<file path="config.mk">
export PLATFORM = sky130hd
export DESIGN_NAME = w_scheduler_flat
export DESIGN_NICKNAME = d
export VERILOG_FILES = /design/src/rtl/w_scheduler_if.sv /design/src/rtl/w_scheduler.sv /design/src/flat_wrapper.sv
export SDC_FILE = /design/constraint.sdc
export NUM_CORES = 1
export LEC_CHECK = 0
export CAP_MARGIN = 20
export CORE_ASPECT_RATIO = 0.9
export CORE_MARGIN = 8
export CORE_UTILIZATION = 41
export CTS_CLUSTER_SIZE = 25
export DETAILED_ROUTE_END_ITERATION = 6
export PLACE_DENSITY_LB_ADDON = 0.05
export SLEW_MARGIN = 20
export SYNTH_ARGS = -nofsm -noshare
export SYNTH_HDL_FRONTEND = slang
export SYNTH_SLANG_ARGS = --single-unit
</file>
<file path="constraint.sdc">
create_clock -name clk -period 5.7 [get_ports clk]
set_input_delay 0.57 -clock clk [delete_from_list [all_inputs] [get_ports clk]]
set_output_delay 0.57 -clock clk [all_outputs]
set_load 0.01 [all_outputs]
</file>
<file path="src/rtl/w_scheduler_if.sv">
// SHA-256 message-schedule handshake bundle: word load in, Wt/round out.
// blk_cnt exists only when SCHED_BLOCK_CNT_EN is defined.
interface w_scheduler_if;
  logic [31:0] in_word;
  logic        in_valid;
  logic        in_ready;
  logic [31:0] out_w;
  logic [5:0]  out_round;
  logic        out_valid;
  logic        out_ready;
  logic        done;
`ifdef SCHED_BLOCK_CNT_EN
  logic [15:0] blk_cnt;
`endif

  modport master (
    output in_word, in_valid, out_ready,
    input  in_ready, out_w, out_round, out_valid, done
`ifdef SCHED_BLOCK_CNT_EN
    , input blk_cnt
`endif
  );

  modport slave (
    input  in_word, in_valid, out_ready,
    output in_ready, out_w, out_round, out_valid, done
`ifdef SCHED_BLOCK_CNT_EN
    , output blk_cnt
`endif
  );
endinterface

</file>
<file path="src/rtl/w_scheduler.sv">
// SHA-256 message schedule: loads 16 words, emits W0..W(ROUNDS-1).
// Optional block counter output enabled by SCHED_BLOCK_CNT_EN.
module w_scheduler #(
  parameter int ROUNDS = 64
) (
  input logic           clk,
  input logic           rst,
  w_scheduler_if.slave  bus
);

  typedef enum logic {S_LOAD, S_EMIT} state_e;

  localparam logic [5:0] LAST = 6'(ROUNDS - 1);

  state_e      state_q, state_d;
  logic [3:0]  lcnt_q, lcnt_d;
  logic [5:0]  rcnt_q, rcnt_d;
  logic        in_ready_q, in_ready_d;
  logic        out_valid_q, out_valid_d;
  logic        done_q, done_d;
  logic [31:0] w_q [16];
  logic [31:0] w_d [16];
  logic [31:0] w_next;
  logic        in_xfer, out_xfer;

  function automatic logic [31:0] sig0(input logic [31:0] x);
    return {x[6:0], x[31:7]} ^ {x[17:0], x[31:18]} ^ (x >> 3);
  endfunction

  function automatic logic [31:0] sig1(input logic [31:0] x);
    return {x[16:0], x[31:17]} ^ {x[18:0], x[31:19]} ^ (x >> 10);
  endfunction

  assign in_xfer  = bus.in_valid & in_ready_q;
  assign out_xfer = out_valid_q & bus.out_ready;
  // window holds W[t..t+15]; this is W[t+16]
  assign w_next   = sig1(w_q[14]) + w_q[9] + sig0(w_q[1]) + w_q[0];

  always_comb begin
    state_d     = state_q;
    lcnt_d      = lcnt_q;
    rcnt_d      = rcnt_q;
    in_ready_d  = in_ready_q;
    out_valid_d = out_valid_q;
    done_d      = 1'b0;
    w_d         = w_q;
    unique case (state_q)
      S_LOAD: begin
        if (in_xfer) begin
          w_d[lcnt_q] = bus.in_word;
          lcnt_d      = lcnt_q + 4'd1;
          if (lcnt_q == 4'd15) begin
            state_d     = S_EMIT;
            rcnt_d      = '0;
            in_ready_d  = 1'b0;
            out_valid_d = 1'b1;
          end
        end
      end
      S_EMIT: begin
        if (out_xfer) begin
          for (int k = 0; k < 15; k++) begin
            w_d[k] = w_q[k+1];
          end
          w_d[15] = w_next;
          rcnt_d  = rcnt_q + 6'd1;
          if (rcnt_q == LAST) begin
            state_d     = S_LOAD;
            rcnt_d      = '0;
            in_ready_d  = 1'b1;
            out_valid_d = 1'b0;
            done_d      = 1'b1;
          end
        end
      end
      default: ;
    endcase
  end

  always_ff @(posedge clk) begin
    if (rst) begin
      state_q     <= S_LOAD;
      lcnt_q      <= '0;
      rcnt_q      <= '0;
      in_ready_q  <= 1'b1;
      out_valid_q <= 1'b0;
      done_q      <= 1'b0;
    end else begin
      state_q     <= state_d;
      lcnt_q      <= lcnt_d;
      rcnt_q      <= rcnt_d;
      in_ready_q  <= in_ready_d;
      out_valid_q <= out_valid_d;
      done_q      <= done_d;
    end
  end

  // window is don't-care after reset, so it carries no reset
  always_ff @(posedge clk) begin
    w_q <= w_d;
  end

  assign bus.in_ready  = in_ready_q;
  assign bus.out_valid = out_valid_q;
  assign bus.out_w     = w_q[0];
  assign bus.out_round = rcnt_q;
  assign bus.done      = done_q;

`ifdef SCHED_BLOCK_CNT_EN
  logic [15:0] blk_cnt_q, blk_cnt_d;

  always_comb begin
    blk_cnt_d = blk_cnt_q;
    if (done_d) begin
      blk_cnt_d = blk_cnt_q + 16'd1;
    end
  end

  always_ff @(posedge clk) begin
    if (rst) begin
      blk_cnt_q <= '0;
    end else begin
      blk_cnt_q <= blk_cnt_d;
    end
  end

  assign bus.blk_cnt = blk_cnt_q;
`endif

endmodule
</file>
<file path="src/flat_wrapper.sv">
// flat-port wrapper written by rule: the top's interface ports become plain ports
module w_scheduler_flat 
#(
  parameter int ROUNDS = 64
)
  (clk, rst, bus_in_word, bus_in_valid, bus_out_ready, bus_in_ready, bus_out_w, bus_out_round, bus_out_valid, bus_done);
  w_scheduler_if bus_i ();
  input logic clk;
  input logic rst;
  input wire logic [$bits(bus_i.in_word)-1:0] bus_in_word;
  input wire logic [$bits(bus_i.in_valid)-1:0] bus_in_valid;
  input wire logic [$bits(bus_i.out_ready)-1:0] bus_out_ready;
  output wire logic [$bits(bus_i.in_ready)-1:0] bus_in_ready;
  output wire logic [$bits(bus_i.out_w)-1:0] bus_out_w;
  output wire logic [$bits(bus_i.out_round)-1:0] bus_out_round;
  output wire logic [$bits(bus_i.out_valid)-1:0] bus_out_valid;
  output wire logic [$bits(bus_i.done)-1:0] bus_done;
  assign bus_i.in_word = bus_in_word;
  assign bus_i.in_valid = bus_in_valid;
  assign bus_i.out_ready = bus_out_ready;
  assign bus_in_ready = bus_i.in_ready;
  assign bus_out_w = bus_i.out_w;
  assign bus_out_round = bus_i.out_round;
  assign bus_out_valid = bus_i.out_valid;
  assign bus_done = bus_i.done;
  w_scheduler #(.ROUNDS(ROUNDS)) u_core (.clk(clk), .rst(rst), .bus(bus_i));
endmodule
</file>
---- After elaboration in Yosys (flattened, before gate mapping) ----
Index checks and enable logic that the tools add are counted.
storage, ports and cells
  input bits .............................. 36
  output and inout port bits .............. 41
  word-level logic and storage cells ...... 77
  bits in registers ....................... 526
operators by class
  equality and inequality tests ........... 6
  reduce and logical (&&, ||, !) cells .... 6
  $add $sub $neg .......................... 5
  bitwise operators ....................... 9
  muxes and demuxes ....................... 27
  order comparisons ....................... 2
operator list
  cell                                                        number
  two-way mux 512 bit                                         2
  case mux 512 bit (2 select lines)                           1
  bitwise mux 512 bit                                         1
  demux 32 bit (select 4 bit)                                 1
  adder 32 bit                                                3
  XOR 32 bit                                                  2
  two-way mux 32 bit                                          1
  XOR 32 x 22 -> 32 bit                                       1
  XOR 32 x 29 -> 32 bit                                       1
  two-way mux 6 bit                                           4
  two-way mux 1 bit                                           13
  case mux 6 bit (2 select lines)                             1
  adder 6 x 1 -> 6 bit, second input constant                 1
  equality test 6 bit, second input constant                  1
  case mux 1 bit (2 select lines)                             3
  >= comparator 5 bit, second input constant                  1
  less-than comparator 5 x 1 -> 1 bit, second input constant  1
  inverter 4 -> 5 bit                                         1
  adder 4 x 1 -> 4 bit, second input constant                 1
  equality test 4 bit, second input constant                  1
  inequality test 2 x 1 -> 1 bit, second input constant       2
  inequality test 2 bit, second input constant                2
  AND reduction 2 bit                                         2
  AND reduction 4 bit                                         1
  5 further kinds                                             7

---- Longest topological paths before layout ----
Gate-level depths: netlist of the first run.
  word-level depth ........................ 8
  depth in mapped cells ................... 14
  depth with buffers taken out ............ 13

---- Worst setup path after synthesis of the first run ----
OpenSTA, ideal clock, no wires.
  kind .................................... flip-flop to flip-flop
  from .................................... register u_core.w_q[456] (netlist name)
  to ...................................... register u_core.w_q[25] (netlist name) (data pin)
  path slack .............................. 1.729 ns
  stages on the path, launching flop included .. 13
  setup time .............................. 0.257 ns
  path buffers ............................ 0
  arrival ................................. 3.714 ns
  period minus slack after synthesis ...... 3.971 ns
  path through ............................ edfxtp_1 > xnor2_1 > xnor2_1 > fa_1 > fa_1 > ha_1 > fa_1 > a21oi_2 > o211ai_2 > a211oi_2 > nor4_2 > or4_1 > a32o_1
RTL lines
  element                 RTL line            source
  from (decl)             w_scheduler.sv:21   logic [31:0] w_q [16];
  from (signal assigned)  w_scheduler.sv:100  w_q <= w_d;

==> results of run 1 <==
-- area by class of cell --
| cell class | count | area, sq um |
|---|---|---|
| Clock buffer | 69 | 1470 |
| Timing Repair Buffer | 116 | 1130 |
| Multi-Input combinational cell | 1573 | 9360 |
| Tap cell | 855 | 1070 |
| Fill cell | 5937 | 34100 |
| Clock inverter | 36 | 429 |
| Antenna cell | 2 | 5.00 |
| Inverter | 137 | 514 |
| Sequential cell | 526 | 15700 |
-- registers in the layout, indices dropped and copies added (netlist names) --
signal	count
u_core.state_q	1
u_core.bus.out_valid	1
u_core.bus.in_ready	1
u_core.w_q	480
u_core.bus.done	1
u_core.bus.out_w	32
u_core.bus.out_round	6
u_core.lcnt_q	4
-- worst min-delay path, delay by kind of cell (launching register included) --
family          cells  cell delay (ns)
simple gates        1             0.05
compound gates      1             0.05
flops               1             0.32
-- metal layers --
metal | wire (um) | global-route usage (%) | vias to the layer above
met1 | 43500 | 38.0 | 9569
met5 | 34 | 0 | -
met4 | 1970 | 5.72 | 6
met3 | 6110 | 3.87 | 120
li1 | - | - | 8385
met2 | 36700 | 33.9 | 713
-- logic make-up after synthesis --
group | after synthesis | share of synthesized area [%]
simple gates | 695 | 10.7
compound gates | 639 | 13.1
flops | 526 | 59.7
buf+inv | 330 | 5.35
xor+xnor | 137 | 4.57
fa+ha+maj | 98 | 6.45
mux | 4 | 0.153
-- how the worst min path moves through the flow --
stage | endpoint | slack [ns]
floorplan | u_core.lcnt_q[1] | 0.48
CTS | u_core.w_q[32] | 0.52
global route | u_core.w_q[402] | 0.54
detailed placement | u_core.w_q[444] | 0.51
finish | u_core.w_q[223] | 0.52
global placement | u_core.lcnt_q[1] | 0.50
-- per-stage QoR --
step	total power, uW	hold WS [ns]	cell area (sq um)
5_1_grt	9960	0.540	29600
3_3_place_gp	5830	0.501	27600
4_1_cts	9680	0.521	29600
6_report	9620	0.519	29600
2_1_floorplan	5370	0.482	26200
3_5_place_dp	5820	0.510	27700
-- cells in the mapped netlist (all sizes together) (24+ instances only) --
cell type	n
nand2	566
o21ai	523
edfxtp	512
clkbuf	139
inv	137
xnor2	116
fa	62
buf	54
nor2	44
a21oi	43
ha	36
nand3	24
-- cells in the final DEF (no fill, tap or decap), types with 6 or more instances in the layout --
cell	Yosys	routed
nand4_1	15	15
clkbuf_16	0	57
dfxtp_1	14	13
xor2_1	21	21
clkdlybuf4s50_1	0	76
a21oi_1	38	38
clkinv_1	0	10
a31oi_1	6	6
fa_1	62	62
clkinv_2	0	9
bufinv_16	0	8
a21o_1	7	7
edfxtp_1	512	512
o211ai_1	7	7
o22ai_1	14	14
o21ai_0	516	501
inv_1	136	136
nand3_1	23	19
buf_4	34	36
o21ai_1	7	7
nand2_1	564	562
or3_1	11	11
ha_1	36	36
nor3_1	7	7
nor2_1	44	44
xnor2_1	116	116
o21ai_4	0	13
clkbuf_1	139	12
and3_1	8	8
-- report_power, final --
group / switching (uW) / internal [uW] / leakage [uW] / total (uW)
Combinational: 961 / 501 / 0.00407 / 1460
Sequential: 55.3 / 4250 / 0.00512 / 4300
Clock: 1640 / 2210 / 0.000916 / 3850
==> impl_metrics.toml, run 1 <==
[setup_path]
rrSetupSlack_ns = 1.16
crit_required_ns = 6.04
max_stage_delay_ns = 0.74
reg2reg_to = "u_core.w_q[19]"
critPathBufInv = 2
cp.arrival_ns = 4.88
worstPathCellList = "xnor2_1 -> xnor2_1 -> fa_1 -> inv_1 -> fa_1 -> inv_1 -> ha_1 -> a21oi_1 -> o21ai_0 -> a211oi_1 -> o21bai_1 -> xnor2_1 -> o22ai_1"
startpoint = "u_core.w_q[463]"
crit_family = "adder cells"
path_class = "flop to flop"
cp-end-kind = "flop"
worstSetupStartpointType = "flop"
cp_common_cell = "xnor2_1"
ff2ff_path_depth = 13
crit_fanout = 8
worstSetupPathDepth = 13
cpMaxStageDelayCell = "a211oi_1"
r2r-start = "u_core.w_q[463]"
crit_end = "u_core.w_q[19]"

[job]
drv_cap = 0

[synth]
yosysSeqAreaShare_pct = 59.7
yosysUniqueCellTypes = 64
netlist_instances = 2429
netlist_area_sq_mm = 0.0262
synth_warnings = 0
synth_edf_count = 512
synth.top_cell.area_share_pct = 58.6
synth_area_per_cell_sq_um = 10.8
synthTopCellsByArea = "edfxtp_1 (59%), o21ai_0 (9.8%), nand2_1 (8.1%), fa_1 (4.7%), xnor2_1 (3.9%)"
ys_async_sr_fraction_pct = 0
syn_nets = 2563
synth_flop_cell = "edfxtp_1"
yosys_register_bits = 526
synth.largest_area_cell = "edfxtp_1"

[timing]
final_hold_viol_count = 0
fmax_ghz = 0.220
finalClockSkew_ns = 0.0214
max_slew.worst_pin.slew_ns = 1.14
setup_viol_count_final = 0
fin_crit_sh_pct = 79.7
period_minus_slack_ns = 4.54
tns_ns = 0
setup_slack_ns = 1.16
slew_headroom_pct = 24.3
rsz0062_at_grt = "false"
drv_slew = 0

[cts]
cts_buffers = 57
post_cts_buffers = 0
clock_path_buffers = 3
cts_resized = 0
path_clk_slew_ns = 0.06
clk_latency_ns = 0.64
ctsHoldBuffers = 0
h-tree-depth = 2
cts_sinks = 526
clockRootBuffer = "clkbuf_16"
cts_tree = "built"

[grt]
overflow = 0
grt_max_degree = 206
grtUsageTotal_pct = 24.0
grt_pass1_wl_um = 129000
grt_pass1_vias = 18200
antenna_found_initial = 8

[drt]
via_per_inst = 5.67
wl_per_cell_um = 26.7
vias = 18800
drt_iter0_markers = 1935
drc = 0
first_pass_iters = 6
routed_wl_um = 88400
detail-route-antenna-nets = 0

[placed_design]
dp_hpwl_um = 61100
place_ws_ns = 1.23
dp_cells = 3205
place.gp.congestion = 0.933
portBuffers = 76

[worst_hold_path]
min_path_cells = 2
hp-start = "u_core.w_q[191]"
hp-class = "flop to flop"

[floorplanning]
dieHeight_um = 256
core_area_sq_mm = 0.0638
ioPinCount = 77
dieArea_sq_mm = 0.0724
start_util_pct = 41.2
die_w_um = 283
rows = 88

[cells_and_area]
finalNonFillerCells = 3314
final_nets = 2545
final_util_pct = 46.5
syn2layout_area_growth_pct = 13.0
drive_gt1_share_pct = 6.72

[pwr]
peakVddDrop_uv = 259
p_per_area_mw_per_mm2 = 324
leakage_uw = 0.0101

[run_status]
status = "finished, final reports clean"
(Power assumes the default switching activity.)
==> run 2, diff against run 1 <==
- clock period: 5.7 -> 4.6 ns (I/O delays scaled with it)
==> impl_metrics.toml, run 2 (synthesized netlist as in run 1, its figures left out) <==
[floorplanning]
rows = 88
ioPinCount = 77
dieHeight_um = 256
die_w_um = 283
core_area_sq_mm = 0.0638
dieArea_sq_mm = 0.0724
start_util_pct = 41.2

[drt]
drt_iter0_markers = 2095
wl_per_cell_um = 25.8
via_per_inst = 5.55
drc = 0
routed_wl_um = 86200
first_pass_iters = 7
detail-route-antenna-nets = 0
vias = 18500

[cells_and_area]
syn2layout_area_growth_pct = 12.9
drive_gt1_share_pct = 6.90
final_common_cell = "nand2_1"
nFillCells = 5951
final_cell_mix = "nand2_1 (562), edfxtp_1 (512), o21ai_0 (500)"
final_nets = 2566
largest_reg_flops = 480
top_register = "u_core.w_q"

[grt]
grt_pass1_vias = 18000
grt_max_degree = 183
grtUsageTotal_pct = 23.5
antenna_found_initial = 2
grt_pass1_wl_um = 127000
overflow = 0

[placed_design]
dp_hpwl_um = 59200
portBuffers = 76
place.gp.congestion = 0.944

[cts]
ctsHoldBuffers = 0
clk_latency_ns = 0.62
clock_path_buffers = 3
cts_tree = "built"
h-tree-depth = 2
post_cts_buffers = 0
cts_buffers = 57
cts_sinks = 526
clockRootBuffer = "clkbuf_16"
path_clk_slew_ns = 0.06

[worst_hold_path]
hp-class = "flop to flop"
min_path_cells = 2
hp-start = "u_core.w_q[339]"
min_to = "u_core.w_q[371]"

[timing]
finalClockSkew_ns = 0.00972
fmax_ghz = 0.227
rsz0062_at_grt = "false"
tns_ns = 0
final_hold_viol_count = 0
drv_slew = 0
setup_viol_count_final = 0
fin_crit_sh_pct = 95.9
max_slew.worst_pin.slew_ns = 1.09
slew_headroom_pct = 27.0
period_minus_slack_ns = 4.41

[setup_path]
path_class = "flop to flop"
reg2reg_to = "u_core.w_q[18]"
ff2ff_path_depth = 13
crit_required_ns = 4.92
max_stage_delay_ns = 0.60
cp.arrival_ns = 4.72
cpMaxStageDelayCell = "fa_1"
crit_fanout = 6
r2r-start = "u_core.w_q[464]"
worstSetupStartpointType = "flop"
rrSetupSlack_ns = 0.19
worstPathCellList = "xnor2_1 -> xnor2_1 -> fa_1 -> inv_1 -> fa_1 -> inv_1 -> ha_1 -> a21oi_1 -> o21ai_0 -> a22oi_1 -> nand3_1 -> xnor2_1 -> o22ai_1"
cp-end-kind = "flop"
cp_common_cell = "xnor2_1"

[pwr]
p_per_area_mw_per_mm2 = 390
leakage_uw = 0.0101
peakVddDrop_uv = 272
p_total_uw = 11500

[job]
drv_cap = 0

[run_status]
status = "finished, final reports clean"
run 2: routing by layer:
metal | vias to the layer above | global-route usage, % | part of all wire, %
met5 | - | 0 | 0
met4 | 0 | 5.69 | 2.2
met3 | 95 | 4.08 | 6.8
met2 | 651 | 32.9 | 42
met1 | 9358 | 37.3 | 49
li1 | 8422 | - | -
run 2: worst max-delay path by stage:
stage / from / to / slack (ns)
after floorplan: u_core.w_q[456] / u_core.w_q[25] / 0.63
after global placement: u_core.w_q[465] / u_core.w_q[27] / 0.21
after detailed placement: u_core.w_q[465] / u_core.w_q[27] / 0.21
after CTS: u_core.w_q[465] / u_core.w_q[27] / 0.22
after global routing: u_core.w_q[43] / u_core.w_q[25] / 0.003
final: u_core.w_q[464] / u_core.w_q[18] / 0.19
run 2: cell type report:
type                            instances  area, sq um  share of cell area (%)
Clock inverter                         28          219                   0.740
Antenna cell                            5         12.5                  0.0423
Clock buffer                           76         1500                    5.06
Inverter                              137          514                    1.74
Tap cell                              855         1070                    3.61
Timing Repair Buffer                  137         1300                    4.38
Multi-Input combinational cell       1573         9340                    31.5
Sequential cell                       526        15700                    52.9
run 2: power breakdown:
group | internal [uW] | switching, uW | total (uW)
sequential | 5270 | 67.3 | 5330
clock | 2400 | 1960 | 4360
combinational | 650 | 1200 | 1850
run 2: stage by stage:
step / hold WS, ns / setup WS [ns] / cells / instance area (sq um) / util (%)
after floorplan: 0.482 / 0.629 / 2429 / 26200 / -
after global placement: 0.498 / 0.212 / 3226 / 27800 / 43.6
after detailed placement: 0.509 / 0.212 / 3227 / 27800 / 43.7
after CTS: 0.521 / 0.217 / 3331 / 29600 / 46.4
after global routing: 0.538 / 0.00263 / 3332 / 29600 / 46.4
final: 0.522 / 0.191 / 3337 / 29600 / 46.4
run 2: what timing repair did:
action / in CTS / in global routing
hold endpoints to repair: 0 / 0
endpoints found under the setup margin: 0 / 2
gates resized for setup: 0 / 1
run 2: critical path: cells and delay by family (launching register included):
family | cells | cell delay (ns)
AND/OR/NAND/NOR | 1 | 0.15
adder cells (fa/ha/maj) | 3 | 1.45
flip-flops | 1 | 0.52
XOR/XNOR | 3 | 0.85
buffers and inverters | 2 | 0.11
AO/OA/AOI/OAI | 4 | 1.01
==> run 3, diff against run 2 <==
- CAP_MARGIN: 20 -> not set
- PLACE_DENSITY_LB_ADDON: 0.05 -> not set
==> impl_metrics.toml, run 3 (synthesized netlist as in run 1, its figures left out) <==
[setup_path]
ff2ff_path_depth = 12
crit_family = "adder cells"
cp-end-kind = "flop"
max_stage_delay_ns = 0.50
startpoint = "u_core.w_q[50]"
reg2reg_to = "u_core.w_q[25]"
critPathBufInv = 0
crit_required_ns = 4.95
rrSetupSlack_ns = 0.16
path_class = "flop to flop"
crit_fanout = 4
worstSetupStartpointType = "flop"
cp.arrival_ns = 4.80
r2r-start = "u_core.w_q[50]"
cpMaxStageDelayCell = "fa_1"
cp_common_cell = "fa_1"
worstPathCellList = "xnor2_1 -> xnor2_1 -> fa_1 -> fa_1 -> ha_1 -> fa_1 -> a21oi_2 -> o211ai_2 -> a211oi_2 -> nor4_2 -> or4_1 -> a32o_1"

[drt]
drt_iter0_markers = 2393
first_pass_iters = 5
routed_wl_um = 80800
via_per_inst = 5.61
wl_per_cell_um = 24.3
vias = 18700
drc = 0
detail-route-antenna-nets = 0

[cts]
ctsHoldBuffers = 0
post_cts_buffers = 0
clock_path_buffers = 3
clockRootBuffer = "clkbuf_16"
clk_latency_ns = 0.65
cts_buffers = 56
path_clk_slew_ns = 0.06
cts_sinks = 526
h-tree-depth = 2
cts_tree = "built"
cts_resized = 0

[pwr]
netSwitchingFraction_pct = 26.8
seqPwrFrac_pct = 44.0
p_per_area_mw_per_mm2 = 407
comb_power_share_pct = 15.0
peakVddDrop_uv = 285
pwr-share-clk_pct = 41.0
leakage_uw = 0.0102
netSwitchingPower_uw = 3240
power.internal_uw = 8880

[cells_and_area]
largest_reg_flops = 480
final_common_cell = "nand2_1"
nFillCells = 5819
drive_gt1_share_pct = 7.41
fin_area_sq_mm = 0.0298
final_nets = 2559
top_register = "u_core.w_q"
syn2layout_area_growth_pct = 13.5
final_cell_mix = "nand2_1 (563), edfxtp_1 (512), o21ai_0 (501)"
finalNonFillerCells = 3327

[floorplanning]
start_util_pct = 41.2
dieArea_sq_mm = 0.0724
core_area_sq_mm = 0.0638
ioPinCount = 77
die_w_um = 283
rows = 88
dieHeight_um = 256

[worst_hold_path]
min_to = "u_core.w_q[184]"
hp-class = "flop to flop"
min_path_cells = 2
hp-start = "u_core.w_q[152]"

[timing]
fmax_ghz = 0.225
rsz0062_at_grt = "false"
setup_viol_count_final = 0
setup_slack_ns = 0.158
tns_ns = 0
max_slew.worst_pin.slew_ns = 1.04
fin_crit_sh_pct = 96.6
final_hold_viol_count = 0
slew_headroom_pct = 30.3
finalClockSkew_ns = 0.0514
drv_slew = 0
period_minus_slack_ns = 4.44

[grt]
grtUsageTotal_pct = 22.0
overflow = 0
grt_pass1_wl_um = 121000
antenna_found_initial = 3
grt_max_degree = 192
grt_pass1_vias = 17800

[placed_design]
place.gp.congestion = 0.956
dp_hpwl_um = 55900
dp_cells = 3222
place_ws_ns = 0.242
place_area_sq_mm = 0.0278
portBuffers = 76

[run_status]
status = "finished, final reports clean"

[job]
drv_cap = 0
-- run 3: cell types whose count changed in the layout (fill, tap and decap cells not counted), sizes merged --
cell,previous run,this run
clkbuf,76,66
clkinv,23,19
inv,139,137
clkinvlp,1,7
bufinv,2,12
buf,61,55
diode,5,1
-- run 3: final cells by class --
class	instances	area, sq um	area share (%)
Antenna cell	1	2.50	0.00840
Clock buffer	66	1460	4.90
Clock inverter	38	559	1.88
Inverter	137	514	1.73
Multi-Input combinational cell	1573	9310	31.3
Sequential cell	526	15700	52.6
Tap cell	855	1070	3.59
Timing Repair Buffer	131	1200	4.04
-- run 3: power groups by stage --
stage | Clock [uW] | Sequential, uW | Combinational [uW]
after floorplan | 0 | 5400 | 1250
after global placement | 0 | 5440 | 1770
after detailed placement | 0 | 5440 | 1770
after CTS | 5030 | 5330 | 1780
after global routing | 5180 | 5330 | 1980
final | 4970 | 5330 | 1820
-- run 3: how the worst max path moves through the flow --
stage,endpoint,slack [ns],depth (start not counted)
floorplan,u_core.w_q[25],0.63,12
global placement,u_core.w_q[25],0.21,12
detailed placement,u_core.w_q[25],0.24,12
CTS,u_core.w_q[25],0.18,12
global route,u_core.w_q[28],0.0002,13
finish,u_core.w_q[25],0.16,12
-- run 3: tightest hold or removal path, stage by stage (launching register included) --
cell	delay [ns]
edfxtp_1	0.33
nand2_1	0.05
o21ai_0	0.06
-- run 3: stage by stage --
stage               hold WS, ns  utilization, %  total power, uW
floorplan                 0.482               -             6650
global placement          0.495            43.5             7200
detailed placement        0.510            43.5             7210
CTS                       0.496            46.7            12100
global route              0.528            46.7            12500
finish                    0.514            46.7            12100
-- run 3: per-layer routing --
metal	vias to the layer above	global-route usage (%)	part of all wire [%]
li1	8408	-	-
met1	9315	33.0	45
met2	830	32.6	44
met3	109	4.40	8.7
met4	0	5.05	2.1
met5	-	0	0
